[config.mk]
export PLATFORM = sky130hd
export DESIGN_NAME = universal_register
export DESIGN_NICKNAME = d
export VERILOG_FILES = /design/src/rtl/ureg_pkg.sv /design/src/rtl/universal_register_jkt_cell.sv /design/src/rtl/universal_register.sv
export SDC_FILE = /design/constraint.sdc
export NUM_CORES = 1
export LEC_CHECK = 0
export CAP_MARGIN = 20
export CELL_PAD_IN_SITES_DETAIL_PLACEMENT = 2
export CELL_PAD_IN_SITES_GLOBAL_PLACEMENT = 2
export CORE_MARGIN = 2
export CORE_UTILIZATION = 27
export CTS_BUF_LIST = sky130_fd_sc_hd__clkbuf_4 sky130_fd_sc_hd__clkbuf_8
export DETAILED_ROUTE_END_ITERATION = 10
export PLACE_DENSITY = 0.86
export SLEW_MARGIN = 20
export SYNTH_ARGS = -nofsm -noshare
export SYNTH_HDL_FRONTEND = slang
export SYNTH_SLANG_ARGS = --single-unit
[constraint.sdc]
create_clock -name clk -period 1.87 [get_ports clk]
set_input_delay 0.374 -clock clk [delete_from_list [all_inputs] [get_ports clk]]
set_output_delay 0.374 -clock clk [all_outputs]
set_load 0.01 [all_outputs]
[src/rtl/ureg_pkg.sv]
// Shared mode codes and per-bit control bundle for universal_register.
package ureg_pkg;

  localparam int unsigned UREG_MODE_W = 3;

  localparam logic [UREG_MODE_W-1:0] UREG_HOLD   = 3'd0;
  localparam logic [UREG_MODE_W-1:0] UREG_LOAD   = 3'd1;
  localparam logic [UREG_MODE_W-1:0] UREG_JK     = 3'd2;
  localparam logic [UREG_MODE_W-1:0] UREG_TOGGLE = 3'd3;
  localparam logic [UREG_MODE_W-1:0] UREG_SHL    = 3'd4;
  localparam logic [UREG_MODE_W-1:0] UREG_SHR    = 3'd5;
  localparam logic [UREG_MODE_W-1:0] UREG_INC    = 3'd6;
  localparam logic [UREG_MODE_W-1:0] UREG_DEC    = 3'd7;

  // One-hot operation selects shared by every bit cell; all low means hold.
  typedef struct packed {
    logic load;
    logic jk;
    logic tog;
    logic shift;
    logic count;
  } ureg_ctrl_t;

endpackage

[src/rtl/universal_register_jkt_cell.sv]
// One storage bit of universal_register: D/JK/T behaviour plus shift and count inputs.
module jkt_cell #(
  parameter logic RST_BIT = 1'b0
) (
  input  logic clk,
  input  logic rst,
  input  logic load,
  input  logic jk,
  input  logic tog,
  input  logic shift,
  input  logic count,
  input  logic d,
  input  logic k,
  input  logic shift_in,
  input  logic count_in,
  output logic q
);

  logic q_nxt;

  // Selects are mutually exclusive; the priority order is only for synthesis.
  always_comb begin
    q_nxt = q;
    if (load) begin
      q_nxt = d;
    end else if (jk) begin
      case ({d, k})
        2'b01:   q_nxt = 1'b0;
        2'b10:   q_nxt = 1'b1;
        2'b11:   q_nxt = ~q;
        default: q_nxt = q;
      endcase
    end else if (tog) begin
      q_nxt = q ^ d;
    end else if (shift) begin
      q_nxt = shift_in;
    end else if (count) begin
      q_nxt = count_in;
    end
  end

  always_ff @(posedge clk or posedge rst) begin
    if (rst) q <= RST_BIT;
    else     q <= q_nxt;
  end

endmodule

[src/rtl/universal_register.sv]
// Word-wide multi-mode register built from jkt_cell bits.
// Optional macro UREG_COUNT_EN enables INC/DEC modes and the wrap flag.
module universal_register
  import ureg_pkg::*;
#(
  parameter int unsigned WIDTH = 8,
  parameter logic [WIDTH-1:0] RESET_VALUE = '0
) (
  input  logic                   clk,
  input  logic                   rst,
  input  logic                   en,
  input  logic [UREG_MODE_W-1:0] mode,
  input  logic [WIDTH-1:0]       d,
  input  logic [WIDTH-1:0]       k,
  input  logic                   sin,
  output logic [WIDTH-1:0]       q,
  output logic                   sout,
  output logic                   wrap
);

  ureg_ctrl_t       ctrl;
  logic             shl_sel;
  logic [WIDTH-1:0] shift_vec;
  logic [WIDTH-1:0] cnt_nxt;
  logic             sout_nxt;

  // Mode decode; en low forces every select off so the cells hold.
  always_comb begin
    ctrl    = '0;
    shl_sel = 1'b0;
    if (en) begin
      case (mode)
        UREG_LOAD:   ctrl.load = 1'b1;
        UREG_JK:     ctrl.jk   = 1'b1;
        UREG_TOGGLE: ctrl.tog  = 1'b1;
        UREG_SHL: begin
          ctrl.shift = 1'b1;
          shl_sel    = 1'b1;
        end
        UREG_SHR:    ctrl.shift = 1'b1;
`ifdef UREG_COUNT_EN
        UREG_INC,
        UREG_DEC:    ctrl.count = 1'b1;
`endif
        default:     ctrl = '0;
      endcase
    end
  end

  // Serial neighbour selection; end bits take sin.
  genvar i;
  generate
    for (i = 0; i < int'(WIDTH); i++) begin : g_bit
      if (WIDTH == 1) begin : g_one
        assign shift_vec[i] = sin;
      end else if (i == 0) begin : g_lsb
        assign shift_vec[i] = shl_sel ? sin : q[i+1];
      end else if (i == int'(WIDTH) - 1) begin : g_msb
        assign shift_vec[i] = shl_sel ? q[i-1] : sin;
      end else begin : g_mid
        assign shift_vec[i] = shl_sel ? q[i-1] : q[i+1];
      end

      jkt_cell #(
        .RST_BIT(RESET_VALUE[i])
      ) u_cell (
        .clk      (clk),
        .rst      (rst),
        .load     (ctrl.load),
        .jk       (ctrl.jk),
        .tog      (ctrl.tog),
        .shift    (ctrl.shift),
        .count    (ctrl.count),
        .d        (d[i]),
        .k        (k[i]),
        .shift_in (shift_vec[i]),
        .count_in (cnt_nxt[i]),
        .q        (q[i])
      );
    end
  endgenerate

  assign sout_nxt = shl_sel ? q[WIDTH-1] : q[0];

  // sout only moves on shift edges.
  always_ff @(posedge clk or posedge rst) begin
    if (rst)             sout <= 1'b0;
    else if (ctrl.shift) sout <= sout_nxt;
  end

`ifdef UREG_COUNT_EN
  logic is_dec;
  logic wrap_nxt;

  // Carry/borrow chain and wrap detection live here, not in the cells.
  always_comb begin
    is_dec   = (mode == UREG_DEC);
    cnt_nxt  = is_dec ? (q - WIDTH'(1)) : (q + WIDTH'(1));
    wrap_nxt = ctrl.count & (is_dec ? (q == '0) : (q == '1));
  end

  always_ff @(posedge clk or posedge rst) begin
    if (rst) wrap <= 1'b0;
    else     wrap <= wrap_nxt;
  end
`else
  assign cnt_nxt = '0;
  assign wrap    = 1'b0;
`endif

endmodule

Word level (Yosys, flattened, before mapping). Index checks and enable logic that the tools add are counted.

Register bits: 9. Input bits: 23. Output and inout port bits: 10. Word-level logic and storage cells: 129.

Equal/unequal tests: 37. Muxes and demuxes: 57. Bitwise gates (word level): 16. Reduce and logical (&&, ||, !) cells: 10.

Operator list (count): $mux W1 (48); $ne A5 B1 Y1 const B (8); $eq A2 B2 Y1 const B (16); $pmux W1 S3 (8); $eq A2 B1 Y1 const B (8); $reduce_and A2 Y1 (8); $not A1 Y1 (8); $xor A1 B1 Y1 (8); $eq A3 B2 Y1 const B (2); $eq A3 B3 Y1 const B (2); $mux W5 (1); $reduce_bool A5 Y1 (1); $eq A3 B1 Y1 const B (1); $reduce_or A2 Y1 (1).

Depth between registers and ports, before layout.
Depth after elaboration: 9. Mapped depth: 5. Depth with buffers taken out: 4.

Cells and area by module. A second synthesis with hierarchy kept.

Cells, all modules: 172. Area total of the unflattened synthesis: 1582.8 um2.

Modules (own cells, without submodules): jkt_cell (instances 8, cells each 19, area each 166.4 um2, sequential area each 25.0 um2); universal_register (instances 1, cells each 20, area each 251.5 um2, sequential area each 25.0 um2).

Worst setup path after synthesis. No wires, ideal clock.

Path kind: input to register. From: in mode[0]. To: reg g_bit[6].u_cell.q. Library setup time: 126 ps. Arrival: 1108 ps. Data required time: 1744 ps. Path slack: 636 ps. Stages on the path: 5. Buffers on the path: 1. Cell sequence: buf_6 -> mux2i_1 -> o32ai_1 -> a221oi_1 -> nand2_1.

Longest elaborated chain between the ends: 8. Elaborated cells on any way between the ends: 21. Classes of those cells: eq/ne: 6; mux: 12; reduce/logical: 3.

RTL lines: start: declaration (RTL line universal_register.sv:12) `input logic [UREG_MODE_W-1:0] mode,`; $eq A3 B3 Y1 (RTL line universal_register.sv:32) `case (mode)`; $mux W1 or $reduce_or A2 Y1 (tied branches); $mux W1, on equally long branches (RTL line universal_register.sv:31, universal_register.sv:32); $mux W1 or $mux W5 (tied branches) (RTL line universal_register.sv:61, universal_register.sv:31); $mux W1 (RTL line universal_register_jkt_cell.sv:35) `end else if (shift) begin`; $mux W1 (RTL line universal_register_jkt_cell.sv:33) `end else if (tog) begin`; $mux W1 (RTL line universal_register_jkt_cell.sv:26) `end else if (jk) begin`; $mux W1 (RTL line universal_register_jkt_cell.sv:24) `if (load) begin`; end signal: assignment (RTL line universal_register_jkt_cell.sv:44) `else q <= q_nxt;`; end: declaration (RTL line universal_register_jkt_cell.sv:16) `output logic q`.

Parallel ways exist; a longest one is shown, timed or not. A chain may end at the register's enable or synchronous reset.

Worst setup path after layout.
From: reg g_bit[0].u_cell.q. To: out q[0].

RTL lines: start: declaration (RTL line universal_register_jkt_cell.sv:16); start signal: assignment (RTL line universal_register_jkt_cell.sv:44); end: declaration (RTL line universal_register.sv:16) `output logic [WIDTH-1:0] q,`.

No word-level cell between the ends.

==> flow_summary.yaml <==
run_status:
  outcome: "complete, no violations"
clock_tree:
  cts_tree: "yes"
  root_buffer: "clkbuf_4"
  htree_num_levels: 1
  post-cts-setup-buffers: 0
  clock_latency_ns: 0.29
  cts_buffers: 3
  clockBufferDepth: 2
  postCtsHoldBufs: 0
  cts_resized: 0
  cts_sinks: 9
  clkSlewWorstSetupHoldPaths_ns: 0.08
cells_and_area:
  drive_above_1_share_pct: 13.6
  layout.nets: 164
  n_antenna_cell: 0
  syn2layout_area_growth_pct: 44.1
  final_cells: 184
  design_area_sq_um: 1280
  n_fill_cell: 372
yosys:
  ys_seq_area_share_pct: 25.4
  synth_area_leaders: "dfrtp_1 25%, mux2i_1 10%, buf_4 9.3%"
  yosysMostFrequentCell: "buf_4"
  async_reset_ff_share_pct: 100
  synth-edff-count: 0
  synth.avg_cell_area_sq_um: 8.30
  postSynthCellCount: 107
  synth-seq-cells: 9
  synth_fp_nets: 130
  synth_area_sq_um: 888
  yosysUniqueCellTypes: 28
  netlist_top_cells_count: "11 x buf_4, 10 x nand2_1, 10 x o21ai_0"
  ys.flop_type: "dfrtp_1"
  yosys_warnings: 0
  yosysTopAreaCell: "dfrtp_1"
  synth_top_area_share_pct: 25.4
setup_path:
  cp.arrival_ns: 1.38
  worstPathCellList: "clkdlybuf4s50_1"
  crit_required_ns: 1.50
  critical_path_class: "reg2out"
  cp-start-kind: "flop"
  reg2reg_from: "g_bit[0].u_cell.q"
  reg2reg_to: "g_bit[1].u_cell.q"
  r2r_slack_ns: 0.54
  cpMaxStageDelayCell: "clkdlybuf4s50_1"
  worst_path_largest_cell_delay_ns: 0.59
  path_delay_family: "buffers and inverters"
  cp-end-kind: "output pin"
  crit_path_max_fanout: 7
  cp_num_buf_inv: 1
  reg2regPathDepth: 4
floorplan:
  std_cell_rows: 20
  start_util_pct: 28.6
  core_sq_um: 3100
  die_y_um: 61.4
  io_pins: 33
  fp.dieW_um: 61.4
  die_area_sq_um: 3770
placement:
  dp.cells: 180
  place_area_sq_um: 1250
  portBuffers: 31
  gp_congestion: 0.781
  hpwl_um: 2580
pwr:
  power_density_nw_per_um2: 734
  leakage_nw: 0.544
  ir_drop_mv: 0.203
sta:
  skew_ns: 0.00203
  max_freq_mhz: 572
  rsz0062_at_grt: "false"
  min_period_over_period_pct: 93.5
  hold_viol: 0
  finalSetupTns_ns: 0
  period_minus_slack_ns: 1.75
  drv_slew: 0
  finalSetupViolCount: 0
route:
  first_iter_violations: 42
  routed.top_layer: "met4"
  route.met3.wl_um: 92
  viasPerCell: 5.37
  postRouteAntennaNets: 0
  dr.pass1.iters: 4
  dr_wl_met2_um: 1620
  wl_met1_um: 1480
  via_count: 988
  wl_um: 3280
  remaining_drc_errors: 0
  wl_per_cell_um: 17.8
job:
  max-cap-violations: 0
worst_hold_path:
  hold_class: "in2async"
grt:
  grtUsageTotal_pct: 19.6
  gr-total-overflow: 0
  grt_pass1_vias: 1078
  antenna_found_initial: 0
  grt_max_degree: 19
  grt_pass1_wl_um: 5260
placed cells by master (no fill, tap or decap):
master	n
a221oi_1	5
o21ai_0	10
nand2_2	1
dfrtp_1	9
a32o_1	1
buf_4	10
and3b_1	1
a221o_1	1
clkdlybuf4s50_1	31
and3_1	5
o21a_1	1
buf_12	1
o311ai_0	1
o221ai_1	2
nand3b_1	3
clkbuf_4	4
o32ai_1	5
mux2_2	1
nor2_1	1
a21oi_1	2
nand2_1	10
xor2_2	1
mux2i_1	9
a32oi_1	1
conb_1	1
nand3_1	7
nor2b_2	1
o211ai_1	6
inv_1	9
routing by layer:
layer  vias to the layer above  GRT usage [%]
met5                         -              0
met4                         0           10.3
met3                         7           1.26
met2                        27           35.1
met1                       491           23.4
li1                        463              -
how the worst max path moves through the flow:
stage	from	endpoint	slack, ns	cells past startpoint
2_1_floorplan	mode[0]	g_bit[6].u_cell.q	0.64	5
3_3_place_gp	mode[0]	g_bit[3].u_cell.q	0.02	6
3_5_place_dp	mode[1]	g_bit[1].u_cell.q	-0.15	6
4_1_cts	g_bit[0].u_cell.q	q[0]	0.12	1
5_1_grt	g_bit[0].u_cell.q	q[0]	0.07	1
6_report	g_bit[0].u_cell.q	q[0]	0.12	1
registers in the layout (all words and copies together) (netlist names):
name,flops
g_bit.u_cell.q,8
sout,1
cells by family (layout without fill, tap and decap cells):
| family | count (synthesis) | after routing | share of synthesized area (%) |
|---|---|---|---|
| compound gates | 35 | 35 | 28.7 |
| other cells | 1 | 1 | 0.422 |
| flops | 9 | 9 | 25.4 |
| simple gates | 29 | 29 | 17.3 |
| xor+xnor | 1 | 1 | 1.83 |
| mux | 10 | 10 | 11.4 |
| buf+inv | 22 | 55 | 14.9 |
metrics by stage:
stage                     total power, mW  utilization (%)  hold WS, ns  worst slack, ns
after floorplan                     0.569                -        0.202            0.636
after global placement              0.724             40.3        0.473           0.0211
after detailed placement            0.755             40.3        0.492           -0.148
after CTS                           0.946             41.3        0.377            0.121
after global routing                0.998             41.3        0.409           0.0714
final                               0.939             41.3        0.364            0.121
where the power goes:
part	leakage, nW	switching, mW	internal (mW)
registers	0.110	0.0898	0.245
logic	0.415	0.177	0.236
clock network	0.0184	0.0945	0.0976
total	0.544	0.361	0.578
area by class of cell:
| cell class | count | area, sq um | area share [%] |
|---|---|---|---|
| clock buffer | 4 | 30.0 | 2.35 |
| multi-input combinational | 76 | 531 | 41.4 |
| timing repair buffer | 42 | 405 | 31.7 |
| sequential | 9 | 225 | 17.6 |
| inverter | 9 | 33.8 | 2.64 |
| tap | 44 | 55.1 | 4.30 |
Power figures use the tool's default switching activity.
